[src/rtl/lsu_mem_sequencer.sv]
// Per-warp LSU memory sequencer: serialises the active threads of one warp-wide
// load/store onto the single-ported data memory and gathers load results.
module lsu_mem_sequencer #(
  parameter int DATA_WIDTH  = 16,
  parameter int ADDR_WIDTH  = 8,
  parameter int NUM_THREADS = 8
) (
  input  logic                                   clk,
  input  logic                                   reset,
  input  logic                                   in_valid,
  output logic                                   in_ready,
  input  logic                                   in_is_store,
  input  logic [NUM_THREADS-1:0][ADDR_WIDTH-1:0] in_addr,
  input  logic [NUM_THREADS-1:0][DATA_WIDTH-1:0] in_wdata,
  input  logic [NUM_THREADS-1:0]                 in_mask,
  input  logic [1:0]                             in_warp,
  input  logic [3:0]                             in_rd,
  output logic                                   mem_req_valid,
  input  logic                                   mem_req_ready,
  output logic                                   mem_we,
  output logic [ADDR_WIDTH-1:0]                  mem_addr,
  output logic [DATA_WIDTH-1:0]                  mem_wdata,
  input  logic                                   mem_rvalid,
  input  logic [DATA_WIDTH-1:0]                  mem_rdata,
  output logic                                   out_valid,
  input  logic                                   out_ready,
  output logic                                   out_is_store,
  output logic [1:0]                             out_warp,
  output logic [3:0]                             out_rd,
  output logic [NUM_THREADS-1:0]                 out_mask,
  output logic [NUM_THREADS-1:0][DATA_WIDTH-1:0] out_rdata
);

  localparam int IDX_W = $clog2(NUM_THREADS);

  typedef enum logic [1:0] {
    IDLE    = 2'd0,
    ISSUE   = 2'd1,
    WAIT_RD = 2'd2,
    DONE    = 2'd3
  } state_t;

  state_t                                 state_q, state_d;
  logic                                   is_store_q;
  logic [NUM_THREADS-1:0][ADDR_WIDTH-1:0] addr_q;
  logic [NUM_THREADS-1:0][DATA_WIDTH-1:0] wdata_q;
  logic [NUM_THREADS-1:0]                 mask_q;
  logic [1:0]                             warp_q;
  logic [3:0]                             rd_q;
  logic [NUM_THREADS-1:0][DATA_WIDTH-1:0] rdata_q;
  logic [IDX_W-1:0]                       idx_q;

  logic             capture;
  logic             advance;
  logic             rd_we;
  logic [IDX_W:0]   first_set;
  logic [IDX_W:0]   next_set;

  // Returns {found, index} of the lowest set bit strictly above cur
  // (or at/above 0 when from_start); no wrap-around.
  function automatic logic [IDX_W:0] find_set(
    input logic [NUM_THREADS-1:0] m,
    input logic [IDX_W-1:0]       cur,
    input logic                   from_start
  );
    logic [IDX_W:0] r;
    r = '0;
    for (int unsigned i = NUM_THREADS; i > 0; i--) begin
      if (m[i-1] && (from_start || ((i - 1) > 32'(cur)))) begin
        r = {1'b1, IDX_W'(i - 1)};
      end
    end
    return r;
  endfunction

  assign first_set = find_set(in_mask, '0, 1'b1);
  assign next_set  = find_set(mask_q, idx_q, 1'b0);

  always_comb begin
    state_d = state_q;
    capture = 1'b0;
    advance = 1'b0;
    rd_we   = 1'b0;
    unique case (state_q)
      IDLE: begin
        if (in_valid) begin
          capture = 1'b1;
          state_d = (|in_mask) ? ISSUE : DONE;
        end
      end
      ISSUE: begin
        if (mem_req_ready) begin
          if (is_store_q) begin
            advance = 1'b1;
            state_d = next_set[IDX_W] ? ISSUE : DONE;
          end else begin
            state_d = WAIT_RD;
          end
        end
      end
      WAIT_RD: begin
        if (mem_rvalid) begin
          rd_we   = 1'b1;
          advance = 1'b1;
          state_d = next_set[IDX_W] ? ISSUE : DONE;
        end
      end
      DONE: begin
        if (out_ready) begin
          state_d = IDLE;
        end
      end
      default: state_d = IDLE;
    endcase
  end

  always_ff @(posedge clk or negedge reset) begin
    if (!reset) begin
      state_q    <= IDLE;
      is_store_q <= 1'b0;
      addr_q     <= '0;
      wdata_q    <= '0;
      mask_q     <= '0;
      warp_q     <= '0;
      rd_q       <= '0;
      rdata_q    <= '0;
      idx_q      <= '0;
    end else begin
      state_q <= state_d;
      if (capture) begin
        is_store_q <= in_is_store;
        addr_q     <= in_addr;
        wdata_q    <= in_wdata;
        mask_q     <= in_mask;
        warp_q     <= in_warp;
        rd_q       <= in_rd;
        rdata_q    <= '0;
        idx_q      <= first_set[IDX_W-1:0];
      end
      if (rd_we) begin
        rdata_q[idx_q] <= mem_rdata;
      end
      // On the last thread idx is left in place so the request fields stay put.
      if (advance && next_set[IDX_W]) begin
        idx_q <= next_set[IDX_W-1:0];
      end
    end
  end

  assign in_ready      = (state_q == IDLE);
  assign mem_req_valid = (state_q == ISSUE);
  assign mem_we        = is_store_q;
  assign mem_addr      = addr_q[idx_q];
  assign mem_wdata     = wdata_q[idx_q];
  assign out_valid     = (state_q == DONE);
  assign out_is_store  = is_store_q;
  assign out_warp      = warp_q;
  assign out_rd        = rd_q;
  assign out_mask      = mask_q;
  assign out_rdata     = rdata_q;

endmodule

[config.mk]
export PLATFORM = sky130hd
export DESIGN_NAME = lsu_mem_sequencer
export DESIGN_NICKNAME = d
export VERILOG_FILES = /design/src/rtl/lsu_mem_sequencer.sv
export SDC_FILE = /design/constraint.sdc
export NUM_CORES = 1
export LEC_CHECK = 0
export ABC_CLOCK_PERIOD_IN_PS = 2400
export CORE_ASPECT_RATIO = 1.25
export CORE_MARGIN = 2
export CORE_UTILIZATION = 45
export DETAILED_ROUTE_END_ITERATION = 8
export GPL_TIMING_DRIVEN = 0
export PLACE_DENSITY_LB_ADDON = 0.25
export SLEW_MARGIN = 10
export SYNTH_ARGS = -nofsm -noshare
export SYNTH_HDL_FRONTEND = slang
export SYNTH_SLANG_ARGS = --single-unit
[constraint.sdc]
create_clock -name clk -period 2.4 [get_ports clk]
set_input_delay 0.24 -clock clk [delete_from_list [all_inputs] [get_ports clk]]
set_output_delay 0.24 -clock clk [all_outputs]
set_load 0.005 [all_outputs]
==> metrics.txt <==
# TYPE chip_impl_metric gauge
chip_impl_metric{name="die_area",unit="mm²"} 0.0344
chip_impl_info{name="r2r-end",value="wdata_q[99]$_DFFE_PN0P_"} 1
chip_impl_metric{name="final_min_period_over_clock_period",unit=""} 1.07
chip_impl_metric{name="clock_power_share",unit=""} 0.222
chip_impl_metric{name="cts.clk_slew.worst_paths",unit="ns"} 0.07
chip_impl_metric{name="globalRouteOverflowTotal",unit=""} 0
chip_impl_metric{name="required",unit="ns"} 2.16
chip_impl_info{name="whs_endpoint",value="out_rdata[32]$_DFF_PN0_"} 1
chip_impl_metric{name="maximum_number_of_pins_on_one_net_before_global_route_repair",unit=""} 108
chip_impl_metric{name="power_frac_comb",unit=""} 0.431
chip_impl_info{name="crit_slowest_cell",value="sky130_fd_sc_hd__dfrtp_1"} 1
chip_impl_metric{name="clock_path_buffers",unit=""} 3
chip_impl_info{name="synthTopCellsByArea",value="sky130_fd_sc_hd__dfrtp_1 (57%), sky130_fd_sc_hd__mux2_2 (18%), sky130_fd_sc_hd__nand2_1 (7.1%)"} 1
chip_impl_metric{name="die-width",unit="µm"} 166
chip_impl_metric{name="sw_frac_of_total",unit=""} 0.337
chip_impl_metric{name="cp_slowest_stage_delay",unit="ns"} 0.39
chip_impl_metric{name="ys.warnings.count",unit=""} 0
chip_impl_info{name="outcome",value="finished, violations left"} 1
chip_impl_info{name="synth_top_cells_by_count",value="sky130_fd_sc_hd__dfrtp_1 (340), sky130_fd_sc_hd__nand2_1 (279), sky130_fd_sc_hd__mux2_2 (232)"} 1
chip_impl_metric{name="cellLeakagePower",unit="µW"} 0.00921
chip_impl_metric{name="synth_sequential_area_ratio",unit=""} 0.574
chip_impl_metric{name="timing_worst_slew_pin_value",unit="ns"} 0.772
chip_impl_metric{name="fin_nets",unit=""} 2042
chip_impl_metric{name="final_worst_path_period_need",unit="ns"} 2.56
chip_impl_metric{name="synthesized_area",unit="mm²"} 0.0148
chip_impl_info{name="cts_tree",value="built"} 1
chip_impl_metric{name="numCtsBuffers",unit=""} 35
chip_impl_info{name="rsz0062_at_grt",value="yes"} 1
chip_impl_metric{name="vdd_drop_max",unit="µV"} 718
chip_impl_metric{name="ant_nets",unit=""} 0
chip_impl_metric{name="critical_path_arrival",unit="ns"} 2.32
chip_impl_metric{name="seq_area",unit="mm²"} 0.00851
chip_impl_metric{name="multi_input_area",unit="mm²"} 0.00629
chip_impl_metric{name="initial_utilization",unit=""} 0.455
chip_impl_metric{name="yosys.area.top_type_share",unit=""} 0.574
chip_impl_metric{name="yosys_register_bits",unit=""} 340
chip_impl_metric{name="synth_fp_nets",unit=""} 1543
chip_impl_metric{name="critical_path.max_fanout",unit=""} 8
chip_impl_metric{name="timing.max_slew.rel_slack",unit=""} 0.485
chip_impl_metric{name="achievable-frequency",unit="GHz"} 0.390
chip_impl_info{name="most_numerous_cell_in_the_yosys_netlist",value="sky130_fd_sc_hd__dfrtp_1"} 1
chip_impl_info{name="synthDominantAreaCellType",value="sky130_fd_sc_hd__dfrtp_1"} 1
chip_impl_metric{name="report.final.slew_viol_count",unit=""} 0
chip_impl_metric{name="row_count",unit=""} 74
chip_impl_info{name="clock_tree.root_cell",value="sky130_fd_sc_hd__clkbuf_16"} 1
chip_impl_metric{name="fillers",unit=""} 2467
chip_impl_metric{name="vias",unit=""} 12645
chip_impl_metric{name="place.port_buffers",unit=""} 383
chip_impl_metric{name="gr-usage-all-layers",unit=""} 0.302
chip_impl_metric{name="timing.reg2reg.setup_slack",unit="ns"} 0.09
chip_impl_metric{name="seqPwrFrac",unit=""} 0.347
chip_impl_metric{name="drv_cap",unit=""} 0
chip_impl_metric{name="gpl.final_weighted_congestion",unit=""} 0.906
chip_impl_metric{name="drt_drc_violations_left",unit=""} 0
chip_impl_metric{name="routed_wirelength",unit="µm"} 53400
chip_impl_metric{name="synth-async-reset-ratio",unit=""} 1.00
chip_impl_info{name="worstSetupStartpointType",value="flop"} 1
chip_impl_metric{name="clock-sinks",unit=""} 340
chip_impl_metric{name="drc_violation_total_after_the_first_tritonroute_iteration",unit=""} 992
chip_impl_info{name="crit-reg2reg-launch",value="state_q[0]$_DFFE_PN0P_"} 1
chip_impl_info{name="prevailing_post_synth_register_cell",value="sky130_fd_sc_hd__dfrtp_1"} 1
chip_impl_metric{name="clock_skew",unit="ns"} 0.0172
chip_impl_info{name="worst_hold_startpoint",value="mem_rdata[0]"} 1
chip_impl_metric{name="wl_per_cell",unit="µm"} 23.6
chip_impl_metric{name="die_height",unit="µm"} 207
chip_impl_metric{name="cellPowerDensity",unit="mW/mm²"} 1170
chip_impl_metric{name="synth_edf_count",unit=""} 0
chip_impl_metric{name="timing.reg2reg.worst_path_depth",unit=""} 6
chip_impl_metric{name="wire_length_of_the_first_global_routing_pass",unit="µm"} 78100
chip_impl_metric{name="finalSetupViolations",unit=""} 22
chip_impl_metric{name="floorplan.io_pins",unit=""} 400
chip_impl_metric{name="syn_inst",unit=""} 1310
chip_impl_info{name="hold_path_class",value="in -> reg"} 1
chip_impl_metric{name="drt_pass1_iterations",unit=""} 6
chip_impl_metric{name="area_added_between_synthesis_and_finish",unit="%"} 48.5
chip_impl_metric{name="placedCellCount",unit=""} 2114
chip_impl_metric{name="syn_avg_cell_area",unit="µm²"} 11.3
chip_impl_info{name="critPathMostFrequentCell",value="sky130_fd_sc_hd__buf_4"} 1
chip_impl_info{name="crit_chain",value="buf_6 -> buf_12 -> buf_4 -> nor2_4 -> buf_4 -> buf_4 -> a221oi_1 -> o22ai_2 -> buf_2"} 1
chip_impl_metric{name="timing.setup.tns",unit="ns"} -1.34
chip_impl_metric{name="cts-htree-levels",unit=""} 2
chip_impl_metric{name="per_cell_via_count_in_the_routed_design",unit=""} 5.59
chip_impl_metric{name="total_switching_power",unit="µW"} 8720
chip_impl_metric{name="finalHoldViolCount",unit=""} 0
chip_impl_metric{name="holdPathStages",unit=""} 3
chip_impl_metric{name="initial_antenna_violation_count",unit=""} 16
chip_impl_metric{name="core",unit="mm²"} 0.0326
chip_impl_metric{name="clkLatencyLatePin",unit="ns"} 0.54
chip_impl_info{name="critical_path.endpoint_type",value="primary output"} 1
chip_impl_metric{name="layout-drive-gt1-share",unit=""} 0.292
chip_impl_metric{name="first_global_vias",unit=""} 12933
chip_impl_metric{name="detailedPlacementHpwl",unit="µm"} 37900
chip_impl_metric{name="final_cells",unit=""} 2264
chip_impl_metric{name="worst_slack",unit="ns"} -0.164
chip_impl_info{name="failed_checks",value="negative setup slack"} 1
chip_impl_metric{name="power.internal",unit="µW"} 17100
chip_impl_metric{name="netlist-cell-type-count",unit=""} 41
chip_impl_info{name="path_class",value="reg -> out"} 1
-- layout make-up --
cell class                      count  share of cell area
Buffer                            101              0.0348
Sequential cell                   340               0.386
Timing Repair Buffer              464               0.211
Multi-Input combinational cell    854               0.285
Clock buffer                       50              0.0460
Clock inverter                     13             0.00801
Tap cell                          418              0.0238
Inverter                           13             0.00352
Antenna cell                       11             0.00125
-- how the worst max path moves through the flow --
stage,startpoint,to,slack [ns],cells past startpoint
6_report,idx_q[2]$_DFFE_PN0P_,mem_wdata[11],-0.16,9
5_1_grt,idx_q[2]$_DFFE_PN0P_,mem_wdata[11],-0.26,9
4_1_cts,idx_q[0]$_DFFE_PN0P_,mem_wdata[13],-0.14,6
3_5_place_dp,idx_q[0]$_DFFE_PN0P_,mem_wdata[5],-0.88,6
3_3_place_gp,reset,wdata_q[76]$_DFFE_PN0P_,-13.56,1
2_1_floorplan,state_q[0]$_DFFE_PN0P_,addr_q[16]$_DFFE_PN0P_,0.41,7
-- registers in the layout, summed over array words and instances (netlist names) --
signal / count
out_warp: 2
state_q: 2
out_mask: 8
addr_q: 64
wdata_q: 128
mem_we: 1
out_rd: 4
out_rdata: 128
idx_q: 3
-- kinds of logic after synthesis --
kind of cell | after synthesis | share of synthesized area
multiplexers | 263 | 0.199
AO/OA/AOI/OAI | 238 | 0.0968
adder cells (fa/ha/maj) | 4 | 0.00337
buffers and inverters | 116 | 0.0345
AND/OR/NAND/NOR | 349 | 0.0929
flip-flops | 340 | 0.574
-- metal layers --
layer | share of wire | routed length [µm] | track usage
met1 | 0.37 | 19600 | 0.343
met2 | 0.51 | 27100 | 0.534
met3 | 0.078 | 4150 | 0.0814
met4 | 0.047 | 2510 | 0.143
met5 | 0.0012 | 66 | 0
-- placed cells by master (no fill, tap or decap), types with 9 or more instances in the layout --
cell type                         Yosys  layout
sky130_fd_sc_hd__buf_6                1      21
sky130_fd_sc_hd__inv_1               11      10
sky130_fd_sc_hd__clkbuf_2             9      40
sky130_fd_sc_hd__clkbuf_1            64      35
sky130_fd_sc_hd__buf_12               0      18
sky130_fd_sc_hd__buf_4               11      59
sky130_fd_sc_hd__mux2_2             232     228
sky130_fd_sc_hd__diode_2              0      11
sky130_fd_sc_hd__clkdlybuf4s50_1      0     358
sky130_fd_sc_hd__nand2_1            279     279
sky130_fd_sc_hd__dfrtp_1            340     339
sky130_fd_sc_hd__nor2_1              42      30
sky130_fd_sc_hd__nor2_4               0      11
sky130_fd_sc_hd__clkbuf_16            0      38
sky130_fd_sc_hd__o21ai_0            139     136
sky130_fd_sc_hd__a21oi_1             27      21
sky130_fd_sc_hd__clkbuf_8             0       9
sky130_fd_sc_hd__mux2i_1             29      20
sky130_fd_sc_hd__buf_2               13      21
-- metrics by stage --
stage	area (µm²)	util	hold slack, ns	total power [µW]	worst slack [ns]
2_1_floorplan	14800	-	-0.0556	13500	0.413
3_3_place_gp	19200	0.589	0.481	17400	-13.56
3_5_place_dp	19300	0.591	0.202	17700	-0.881
4_1_cts	21700	0.666	0.0251	25200	-0.138
5_1_grt	22000	0.675	0.0557	26900	-0.263
6_report	22000	0.676	0.0403	25900	-0.164
-- worst max-delay path, delay by kind of cell, from the launching register on --
family / cells / cell delay, ns
buffers and inverters: 6 / 0.82
AND/OR/NAND/NOR: 1 / 0.03
AO/OA/AOI/OAI: 2 / 0.55
flip-flops: 1 / 0.39
-- what timing repair did --
item                       4_1_cts  5_1_grt
pin swaps                       29       29
hold endpoints to repair        57        0
buffers inserted                64       10
gates resized for setup        261       78
hold buffers                     1        0
setup endpoints to repair      299      187
gates cloned                     3        1
-- power by group through the flow --
stage | combinational, µW | clock [µW] | sequential [µW]
floorplan | 5050 | 0 | 8490
global placement | 8640 | 0 | 8810
detailed placement | 8800 | 0 | 8870
CTS | 10600 | 5750 | 8870
global route | 11800 | 5980 | 9170
finish | 11200 | 5730 | 8970
No activity file was read; power rests on OpenSTA's default activity.
